==> config.mk <==
export PLATFORM = sky130hd
export DESIGN_NAME = mmio_req_ctrl
export DESIGN_NICKNAME = d
export VERILOG_FILES = /design/src/rtl/mmio_req_ctrl.sv
export SDC_FILE = /design/constraint.sdc
export NUM_CORES = 1
export LEC_CHECK = 0
export BUFFER_PORTS_ARGS = -buffer_cell sky130_fd_sc_hd__clkbuf_2
export CORE_AREA = 2 2 159 161
export CTS_CLUSTER_SIZE = 40
export DETAILED_ROUTE_END_ITERATION = 6
export DIE_AREA = 0 0 161 163
export GPL_TIMING_DRIVEN = 0
export PLACE_DENSITY = 0.8
export SYNTH_ARGS = -nofsm -noshare
export SYNTH_HDL_FRONTEND = slang
export SYNTH_SLANG_ARGS = --single-unit
==> constraint.sdc <==
create_clock -name clock -period 4 [get_ports clock]
set_input_delay 0.2 -clock clock [delete_from_list [all_inputs] [get_ports clock]]
set_output_delay 0.2 -clock clock [all_outputs]
set_load 0.05 [all_outputs]
==> src/rtl/mmio_req_ctrl.sv <==
// rtl/mmio_req_ctrl.sv - single-outstanding MMIO request sequencer with range/alignment checks
module mmio_req_ctrl #(
    parameter logic [63:0] MMIO_BASE = 64'h0000_0000_a000_0000,
    parameter logic [63:0] MMIO_SIZE = 64'h0000_0000_0100_0000
) (
    input  logic        clock,
    input  logic        reset,
    input  logic        req_valid,
    output logic        req_ready,
    input  logic        req_flush,
    input  logic        req_is_store,
    input  logic [63:0] req_addr,
    input  logic [3:0]  req_len,
    input  logic        req_signed,
    input  logic [63:0] req_wdata,
    output logic        resp_valid,
    input  logic        resp_ready,
    output logic [63:0] resp_rdata,
    output logic        resp_err,
    output logic        mmio_read_en,
    output logic        mmio_write_en,
    output logic [63:0] mmio_addr,
    output logic [3:0]  mmio_len,
    output logic [63:0] mmio_wdata,
    input  logic [63:0] mmio_rdata
);

    typedef enum logic [1:0] {
        IDLE  = 2'd0,
        ISSUE = 2'd1,
        RESP  = 2'd2
    } state_t;

    state_t      state;
    state_t      state_next;
    logic        is_store;
    logic        is_signed;
    logic        accept;
    logic        req_err;
    logic        len_ok;
    logic        misaligned;
    logic        below_base;
    logic        past_end;
    logic [63:0] len_mask;
    logic [64:0] end_addr;
    logic [64:0] limit;

    function automatic logic [63:0] extend(input logic [63:0] d, input logic [3:0] len,
                                           input logic sgn);
        logic [63:0] r;
        case (len)
            4'd1:    r = sgn ? {{56{d[7]}}, d[7:0]}   : {56'd0, d[7:0]};
            4'd2:    r = sgn ? {{48{d[15]}}, d[15:0]} : {48'd0, d[15:0]};
            4'd4:    r = sgn ? {{32{d[31]}}, d[31:0]} : {32'd0, d[31:0]};
            default: r = d;
        endcase
        return r;
    endfunction

    // Window end compared at 65 bits so an address near 2^64 cannot wrap into range.
    always_comb begin
        len_ok     = (req_len == 4'd1) || (req_len == 4'd2) || (req_len == 4'd4) || (req_len == 4'd8);
        len_mask   = {60'd0, req_len} - 64'd1;
        misaligned = (req_addr & len_mask) != 64'd0;
        below_base = req_addr < MMIO_BASE;
        end_addr   = {1'b0, req_addr} + {61'd0, req_len};
        limit      = {1'b0, MMIO_BASE} + {1'b0, MMIO_SIZE};
        past_end   = end_addr > limit;
        req_err    = !len_ok || misaligned || below_base || past_end;
    end

    assign req_ready     = (state == IDLE);
    assign accept        = req_valid && req_ready && !req_flush;
    assign resp_valid    = (state == RESP);
    assign mmio_read_en  = (state == ISSUE) && !is_store;
    assign mmio_write_en = (state == ISSUE) && is_store;

    always_comb begin
        state_next = state;
        case (state)
            IDLE:    if (accept) state_next = req_err ? RESP : ISSUE;
            ISSUE:   state_next = RESP;
            RESP:    if (resp_ready) state_next = IDLE;
            default: state_next = IDLE;
        endcase
    end

    always_ff @(posedge clock or negedge reset) begin
        if (!reset) begin
            state      <= IDLE;
            is_store   <= 1'b0;
            is_signed  <= 1'b0;
            mmio_addr  <= 64'd0;
            mmio_len   <= 4'd0;
            mmio_wdata <= 64'd0;
            resp_rdata <= 64'd0;
            resp_err   <= 1'b0;
        end else begin
            state <= state_next;
            if (accept) begin
                is_store   <= req_is_store;
                is_signed  <= req_signed;
                mmio_addr  <= req_addr;
                mmio_len   <= req_len;
                mmio_wdata <= req_wdata;
                resp_rdata <= 64'd0;
                resp_err   <= req_err;
            end
            if (state == ISSUE) begin
                resp_rdata <= is_store ? 64'd0 : extend(mmio_rdata, mmio_len, is_signed);
            end
        end
    end

endmodule

==> impl_results.md, run 1 <==
* Adder-Cell Fraction of Synth Area at 0.01238
* CTS sink count at 201
* Number of routed nets with antenna violations at 0
* Worst path buffer plus inverter count at 2
* Worst Path Arrival at 4340 ps
* Actual slew at the worst max-slew pin at 950.3 ps
* DRT Wirelength at 34,430 um
* DRC viols at 0
* CP Data Required Time at 4390 ps
* Share of cells above drive strength 1 at 0.3985
* VDD IR-drop max at 391.6 uV
* Placement Cell Area at 0.01209 sq mm
* Initial DRC Count at 809
* Slowest stage delay, CP at 620 ps
* CP Capture Type: register
* RSZ-0062 raised after global routing: false
* First-pass GRT wire length at 53,070 um
* Pre-Repair DR Iteration Count at 5
* Total die area at 0.02624 sq mm
* Max-cap viol count at 0
* Fin Clk Skew at 10.52 ps
* CTS H-tree lvls at 1
* Synth warn at 0
* Die W at 161 um
* Worst-path fanout max at 8
* Critical Path Slowest Stage Cell: or4_4
* Tot Pwr at 6.935 mW
* Cell family with most CP delay: compound AO/OA/AOI/OAI gates
* Largest family of logic cells by synthesized area: multiplexers
* Area Overhead vs Synth at 46.03%
* Vias in the first global route at 10,000
* Fin nets at 1,660
* Pwr Density at 489.4 mW/mm^2
* Post-Syn Nets at 1,115
* CTS buffer count at 23
* Starting Density at 0.3933
* Simple-gate share of the synthesized area at 0.1607
* Post-synthesis async set-or-reset flop share at 1.000
* GRT overflow at 0
* GP Congestion at 0.8831
* Synth Register Bits at 201
* Vias at 9,808
* Crit-path cells: dlygate4sd3_1 -> clkbuf_2 -> ha_1 -> a21o_1 -> o2bb2ai_4 -> a211o_1 -> a2111oi_0 -> nand4_1 -> o41ai_1 -> a41oi_1 -> or4_4 -> a221o_1
* CTS tree: built
* Post-DP HPWL at 22,970 um
* Synth top area cells: dfrtp_1 (52%), mux2_2 (16%), o21ai_0 (3.6%)
* Clock root buffer: clkbuf_16
* WL/cell at 19.20 um
* Mapped Cells at 903
* Peak Freq at 252.9 MHz
* Post-synthesis xor/xnor area fraction at 0.02347
* Yosys cell types at 67
* Number of diodes at 0
* Final Slew Violations at 0
* Layout filler cell count at 2,008
* Worst min-delay path class: in -> reg
* Number of enable flip-flop cells after synthesis at 0
* Fraction of the mapped netlist area in compound gates at 0.09542
* Status: completed
* Clock slew at reported path FFs at 60 ps
* Mux cell area share after synthesis at 0.1630
* Crit path kind: in -> reg
* Slew headroom at 0.3664
* Commonest non-fill, non-tap cell in the layout: clkbuf_2
* Post-route design area at 0.01417 sq mm
* Mean Syn Cell Area at 10.75 sq um
* Die Height at 163 um
* Startpoint Class: primary input
* Largest net degree at the start of global routing at 109
* Clock buffer depth at 3
* LEAKAGE at 6.639 nW
* Synth top area share at 0.5184
* Register area share after synthesis at 0.5184
* Final core occ at 0.5743
* Core area at 0.02467 sq mm
* Drt via density at 5.470
* Initial antenna violation count at 0
* Final hold viol count at 0
* Final count of negative-setup-slack endpoints at 0
* Fin crit share at 0.9887
* Most frequent cells in the layout: clkbuf_2 (388), dfrtp_1 (201), mux2_2 (135)
* Port bufs at 388
* Clk Latency, worst-skew pair at 510 ps
* Crit path time final at 3955 ps
* Post-synth top area cell: dfrtp_1
* Tot GR Track Use at 0.2519
* # rows at 58
* Most used DFF post-synth: dfrtp_1
* Synth Cell Area at 0.009703 sq mm
* I/O pins at 404
-- synth_stat cells, drive strengths merged (11+ instances only) --
cell type,instances
nor2,67
dfrtp,201
nand4,25
and3,11
nor3,22
clkbuf,39
nand2,92
inv,12
nand3,29
xnor2,17
o21ai,71
nor4,16
mux2,136
a21oi,32
-- layout make-up --
cell class / count / area [sq um] / share of cell area
repair buffers: 520 / 3289 / 0.2321
flip-flops and latches: 201 / 5030 / 0.3550
multi-input cells: 641 / 4452 / 0.3142
clock buffers: 30 / 641.9 / 0.04530
inverters: 13 / 48.80 / 0.003444
clock inverters: 10 / 83.83 / 0.005916
plain buffers: 48 / 211.5 / 0.01492
well taps: 330 / 412.9 / 0.02914
-- repair_timing --
action                                 in CTS  in global routing
setup buffers                               0                  0
setup endpoints to repair                   0                  3
endpoints found under the hold margin     222                  0
hold buffers                              131                  0
resized for setup                           0                  8
-- layer usage --
| layer | global-route usage | part of all wire | vias to the layer above |
|---|---|---|---|
| li1 | - | - | 4357 |
| met1 | 0.3013 | 0.38 | 4733 |
| met2 | 0.4350 | 0.49 | 582 |
| met3 | 0.05730 | 0.083 | 136 |
| met4 | 0.1136 | 0.049 | 0 |
| met5 | 0 | 0 | - |
-- metrics by stage --
step	TNS [ps]	setup WS [ps]	hold slack, ps	instances
after floorplan	0	658.5	-95.59	903
after global placement	-219610	-1114	425.3	1621
after detailed placement	-90.55	-81.29	321.5	1622
after CTS	0	14.48	1.050	1793
after global routing	0	14.01	14.02	1793
final	0	45.33	16.98	1793
-- worst register-to-register path: stages, from the launching register on --
cell and delay, ps:
dfrtp_1 400, nor4b_1 380, clkbuf_1 710, clkbuf_1 790, mux2_2 420
-- flip-flops by register name (all words and copies together), names as in the netlist --
register / cells
mmio_wdata: 64
state: 2
resp_err: 1
is_signed: 1
is_store: 1
mmio_len: 4
resp_rdata: 64
mmio_addr: 64
-- worst paths after layout --
kind | from | end | slack, ps | cells after the start
setup / recovery | req_addr[3] | state[1] | 50 | 12
hold / removal | mmio_rdata[21] | resp_rdata[21] | 20 | 3
setup reg to reg | state[1] | mmio_wdata[47] | 1190 | 4
hold reg to reg | resp_rdata[38] | resp_rdata[38] | 480 | 2
max in group asynchronous | reset | mmio_wdata[44] | 2710 | 3
min in group asynchronous | reset | mmio_addr[39] | 290 | 2
-- logic make-up (layout without fill, tap and decap cells) --
kind of cell	Yosys count	in the layout
xor gates and xnor gates	26	26
AOI/OAI and AO/OA	153	153
buffers and inverters	61	621
muxes	141	141
DFF	201	201
adders and majority gates	9	9
and+or+nand+nor	312	312
-- where the power goes --
group	internal, mW	switching, mW
Combinational	0.685	1.68
Sequential	2.33	0.196
Clock	1.19	0.852
Note: power is estimated with default switching activity, not from simulation.
==> inputs of run 2 (changes only) <==
==> constraint.sdc (replaced) <==
create_clock -name clock -period 4 [get_ports clock]
set_input_delay 0.6 -clock clock [delete_from_list [all_inputs] [get_ports clock]]
set_output_delay 0.6 -clock clock [all_outputs]
set_load 0.05 [all_outputs]
==> run 2 against run 1 <==
Effect of this change:
- register-to-register slack improved by 20 ps
- non-clock buffer count decreased by 131
- flip-flop and latch count unchanged
- critical path depth unchanged
- total power decreased by 2.7%
- clock skew decreased by 3.1 ps
- cell count decreased by 7.3%
- clock power about the same
- maximum frequency increased by 2.2%
- sequential power about the same
- cell area decreased by 9.2%
- critical endpoint unchanged
- largest cell class unchanged
- largest power group unchanged
==> impl_results.md, run 2 (same netlist as run 1, synthesis figures left out) <==
* Status: completed
* Layout filler cell count at 2,233
* Actual slew at the worst max-slew pin at 949.3 ps
* Largest net degree at the start of global routing at 109
* Worst-path fanout max at 5
* Most frequent cells in the layout: clkbuf_2 (387), dfrtp_1 (201), mux2_2 (135)
* Number of routed nets with antenna violations at 0
* First-pass GRT wire length at 45,620 um
* Fin crit share at 0.9678
* Fin nets at 1,529
* CTS sink count at 201
* Largest regs: mmio_addr x64, mmio_wdata x64, resp_rdata x64
* I/O pins at 404
* LEAKAGE at 6.094 nW
* Die Height at 163 um
* Critical path depth at 12
* Initial DRC Count at 651
* DRC viols at 0
* Crit path kind: in -> reg
* Tot Pwr at 6.751 mW
* Multi-input logic area at 0.004454 sq mm
* CTS H-tree lvls at 1
* Final Slew Violations at 0
* VDD IR-drop max at 474.9 uV
* Worst min-delay path class: in -> async
* Critical Path Slowest Stage Cell: or4_4
* Vias at 8,955
* GP Congestion at 0.8831
* DRT Wirelength at 29,920 um
* Initial antenna violation count at 1
* Crit path time final at 3871 ps
* Cell family with most CP delay: compound AO/OA/AOI/OAI gates
* Crit-path cells: clkbuf_2 -> ha_1 -> fa_1 -> and3_1 -> or2_1 -> and3_1 -> a2111oi_0 -> nand4_1 -> o41ai_2 -> a41oi_1 -> or4_4 -> a221o_1
* Slowest stage delay, CP at 610 ps
* Clock buffer depth at 3
* Fin Clk Skew at 7.411 ps
* Final core occ at 0.5212
* Vias in the first global route at 8,716
* Number of diodes at 0
* RSZ-0062 raised after global routing: false
* Startpoint Class: primary input
* Pwr Density at 524.9 mW/mm^2
* Reg2reg setup slack at 1210 ps
* Reg2Reg Launch Point: state[1]
* Reg2reg end: is_signed
* Core area at 0.02467 sq mm
* Register Area at 0.005030 sq mm
* Tot GR Track Use at 0.2150
* CTS buffer count at 23
* Die W at 161 um
* Post-Route Setup TNS at 0 ps
* Share of cells above drive strength 1 at 0.4369
* Final hold viol count at 0
* Worst Path Arrival at 4260 ps
* Peak Freq at 258.3 MHz
* CP Capture Type: register
* Most used cell, CP: and3_1
* Pre-Repair DR Iteration Count at 7
* CTS tree: built
* WL/cell at 18.00 um
* Total die area at 0.02624 sq mm
* Worst path buffer plus inverter count at 1
* Port bufs at 388
* Post-DP HPWL at 22,970 um
* Commonest non-fill, non-tap cell in the layout: clkbuf_2
* GRT overflow at 0
* CP Data Required Time at 4390 ps
* Clk Latency, worst-skew pair at 500 ps
* Final count of negative-setup-slack endpoints at 0
* Max-cap viol count at 0
* Area Overhead vs Synth at 32.53%
* Starting Density at 0.3933
* # rows at 58
* Worst reg-to-reg path cell count at 4
* Setup repair bufs after CTS at 0
* Slew headroom at 0.3672
* Clock slew at reported path FFs at 60 ps
* Clock root buffer: clkbuf_16
* Drt via density at 5.388
run 2: changes by cell type in the layout (fill, tap and decap cells not counted):
| cell | delta |
|---|---|
| o41ai_1 | -1 |
| nor3_2 | -1 |
| clkbuf_1 | +1 |
| o41ai_2 | +1 |
| dlygate4sd3_1 | -131 |
| nor3_1 | +1 |
| clkbuf_2 | -1 |
run 2: area by class of cell:
type | count | share of cell area
clock buffer | 30 | 0.04991
inverter | 13 | 0.003795
clock inverter | 10 | 0.006519
timing repair buffer | 389 | 0.1538
sequential | 201 | 0.3911
tap | 330 | 0.03211
multi-input combinational | 641 | 0.3464
buffer | 48 | 0.01635
run 2: how the worst max path moves through the flow:
stage	end	slack (ps)	from
after floorplan	state[1]	260	req_addr[43]
after global placement	resp_rdata[40]	-1510	reset
after detailed placement	state[1]	-480	req_len[0]
after CTS	state[1]	80	req_len[0]
after global routing	state[1]	50	req_len[3]
final	state[1]	130	req_len[0]
run 2: repair_timing:
item | 4_1_cts | 5_1_grt
setup endpoints to repair | 0 | 3
hold buffers | 0 | 0
resized for setup | 0 | 6
hold endpoints to repair | 0 | 0
run 2: worst reg2reg max path, cell delays in order, from the launching register on:
cell	delay, ps
dfrtp_1	410
nor4b_1	380
clkbuf_1	690
clkbuf_1	790
mux2_2	410
run 2: per-layer routing:
layer  vias up  track usage  routed length, um
met5         -            0                  8
met4         2      0.08726               1209
met3        88      0.05169               2367
met2       451       0.3560              14240
met1      4322       0.2720              12090
li1       4092            -                  -
run 2: report_power, final:
part	total (mW)	internal (mW)	switching (mW)
combinational	2.22	0.601	1.62
sequential	2.51	2.33	0.176
clock	2.02	1.19	0.834
total	6.75	4.12	2.63
run 2: stage by stage:
stage | instance area (sq um) | cells | setup slack, ps | hold WS, ps
detailed placement | 12090 | 1622 | -481.3 | 469.3
global route | 12860 | 1662 | 50.08 | 199.0
floorplan | 9703 | 903 | 258.5 | 304.4
global placement | 12060 | 1621 | -1514 | 460.6
CTS | 12820 | 1662 | 75.72 | 183.8
finish | 12860 | 1662 | 128.6 | 125.7
==> inputs of run 3 (changes only) <==
- CORE_AREA: 2 2 159 161 -> 2 2 156 158
- DIE_AREA: 0 0 161 163 -> 0 0 158 160
- PLACE_DENSITY: 0.8 -> 0.85
- clock period: 4 -> 3.11 ns (I/O delays scaled with it)
==> run 3 against run 2 <==
Effect of this change:
- the run now ends with negative setup slack left
- register-to-register slack got worse by 860 ps
- cell area rose by 2.3%
- sequential share of layout area fell by 0.86 points
- setup slack got worse by 320 ps
- total power rose by 30%
- via count rose by 1.0%
- core utilization rose by 3.1 points
- die area fell by 3.7%
- cell count barely moved
- combinational power rose by 31%
- non-clock buffer count rose by 9
- critical path type unchanged
==> impl_results.md, run 3 (same netlist as run 1, synthesis figures left out) <==
* Actual slew at the worst max-slew pin at 911.1 ps
* Drt via density at 5.440
* Slew headroom at 0.3904
* Non-filler cells, final at 1,663
* Final hold viol count at 0
* Number of routed nets with antenna violations at 0
* WL/cell at 18.50 um
* Port bufs at 388
* Layout filler cell count at 2,049
* Final count of negative-setup-slack endpoints at 2
* Tot GR Track Use at 0.2342
* Core area at 0.02382 sq mm
* CP Data Required Time at 3500 ps
* DRT Wirelength at 30,770 um
* Fin crit share at 1.061
* Worst Slack Setup Final at -189.7 ps
* Area Overhead vs Synth at 35.53%
* Pre-CTS WS at -947.7 ps
* Initial DRC Count at 748
* Status: complete, but fails checks
* Max-cap viol count at 0
* Worst-path fanout max at 8
* CTS tree: built
* Clock root buffer: clkbuf_16
* Pwr Density at 669.4 mW/mm^2
* Clk Latency, worst-skew pair at 510 ps
* VDD IR-drop max at 620.5 uV
* CTS buffer count at 23
* Largest regs: mmio_addr x64, mmio_wdata x64, resp_rdata x64
* Die Height at 160 um
* Number of diodes at 0
* Placed cells at 1,616
* Share of cells above drive strength 1 at 0.4578
* Clock slew at reported path FFs at 60 ps
* Most frequent cells in the layout: clkbuf_2 (385), dfrtp_1 (201), mux2_2 (134)
* I/O pins at 404
* GRT overflow at 0
* # rows at 57
* Final Slew Violations at 0
* Clock buffer depth at 3
* RSZ-0062 raised after global routing: true
* Multi-input logic area at 0.004624 sq mm
* Cts hold-fix bufs at 0
* Total die area at 0.02528 sq mm
* Vias at 9,047
* Fin Clk Skew at 8.025 ps
* GP Congestion at 0.9003
* Crit path time final at 3300 ps
* Slowest stage delay, CP at 540 ps
* Initial antenna violation count at 1
* Pre-Repair DR Iteration Count at 5
* Failing checks: negative setup slack
* Startpoint Class: primary input
* Peak Freq at 303.1 MHz
* LEAKAGE at 6.214 nW
* Commonest non-fill, non-tap cell in the layout: clkbuf_2
* Largest net degree at the start of global routing at 106
* DRC viols at 0
* Crit path kind: in -> reg
* First-pass GRT wire length at 47,150 um
* Starting Density at 0.4073
* CTS sink count at 201
* Worst min-delay path class: in -> async
* Register Area at 0.005030 sq mm
* CP Capture Type: register
* Fin nets at 1,538
* Critical Path Slowest Stage Cell: or4_4
* Die W at 158 um
* Vias in the first global route at 8,954
* Post-DP HPWL at 22,900 um
* CTS H-tree lvls at 1
* Crit-path cells: clkbuf_2 -> ha_4 -> nand3_2 -> o2bb2ai_4 -> nand3b_1 -> buf_4 -> nor2_2 -> xor2_1 -> a2111o_1 -> or4_1 -> or4_4 -> a221o_1
* Worst Path Arrival at 3690 ps
[run 3: timing repair]
item                                    CTS  global route
pin swaps                                 6             5
endpoints found under the setup margin   12             3
resized for setup                        22             9
gates cloned                              0             0
buffers inserted                          7             2
[run 3: through the flow]
step | TNS [ps] | power, mW | hold WS, ps | area [sq um] | utilization
final | -344.8 | 8.803 | 9.623 | 13150 | 0.5521
after global routing | -439.8 | 9.127 | 68.05 | 13150 | 0.5521
after CTS | -181.0 | 8.871 | 47.85 | 13120 | 0.5506
after detailed placement | -3916 | 6.134 | 469.1 | 12190 | 0.5117
after global placement | -449310 | 6.060 | 461.9 | 12150 | 0.5101
after floorplan | -417.0 | 5.275 | 170.9 | 9804 | -
[run 3: layer usage]
metal  global-route usage  wire, um  share of wire  vias up
met5                    0        13        0.00042        -
met4              0.09091      1231          0.040        2
met3              0.04830      2657          0.086       87
met1               0.2868     11760           0.38     4372
met2               0.4032     15100           0.49      476
li1                     -         -              -     4110
[run 3: area by class of cell]
| cell class | instances | share of cell area |
|---|---|---|
| flip-flops and latches | 201 | 0.3825 |
| multi-input cells | 641 | 0.3517 |
| repair buffers | 398 | 0.1588 |
| clock buffers | 29 | 0.04853 |
| well taps | 324 | 0.03083 |
| plain buffers | 48 | 0.01675 |
| clock inverters | 9 | 0.007231 |
| inverters | 13 | 0.003711 |
[run 3: worst max-delay path: cells and delay by family]
kind            cells  cell delay [ps]
simple gates        5             1490
buf+inv             2              350
xor+xnor            1               70
compound gates      3              990
fa+ha+maj           1              310
[run 3: final timing paths]
check | startpoint | end | slack [ps] | cells past startpoint
setup / recovery | req_addr[3] | state[1] | -190 | 12
hold / removal | reset | mmio_addr[38] | 10 | 1
setup reg to reg | state[1] | resp_rdata[59] | 350 | 6
hold reg to reg | resp_rdata[27] | resp_rdata[27] | 480 | 2
max in group asynchronous | reset | resp_rdata[61] | 2110 | 2
min in group clock | mmio_rdata[0] | resp_rdata[0] | 180 | 2
[run 3: power breakdown]
group	total, mW	leakage, nW	internal [mW]	switching [mW]
logic	2.90	3.34	0.801	2.10
registers	3.23	2.51	3.00	0.230
clock network	2.67	0.370	1.60	1.07
total	8.80	6.21	5.40	3.40
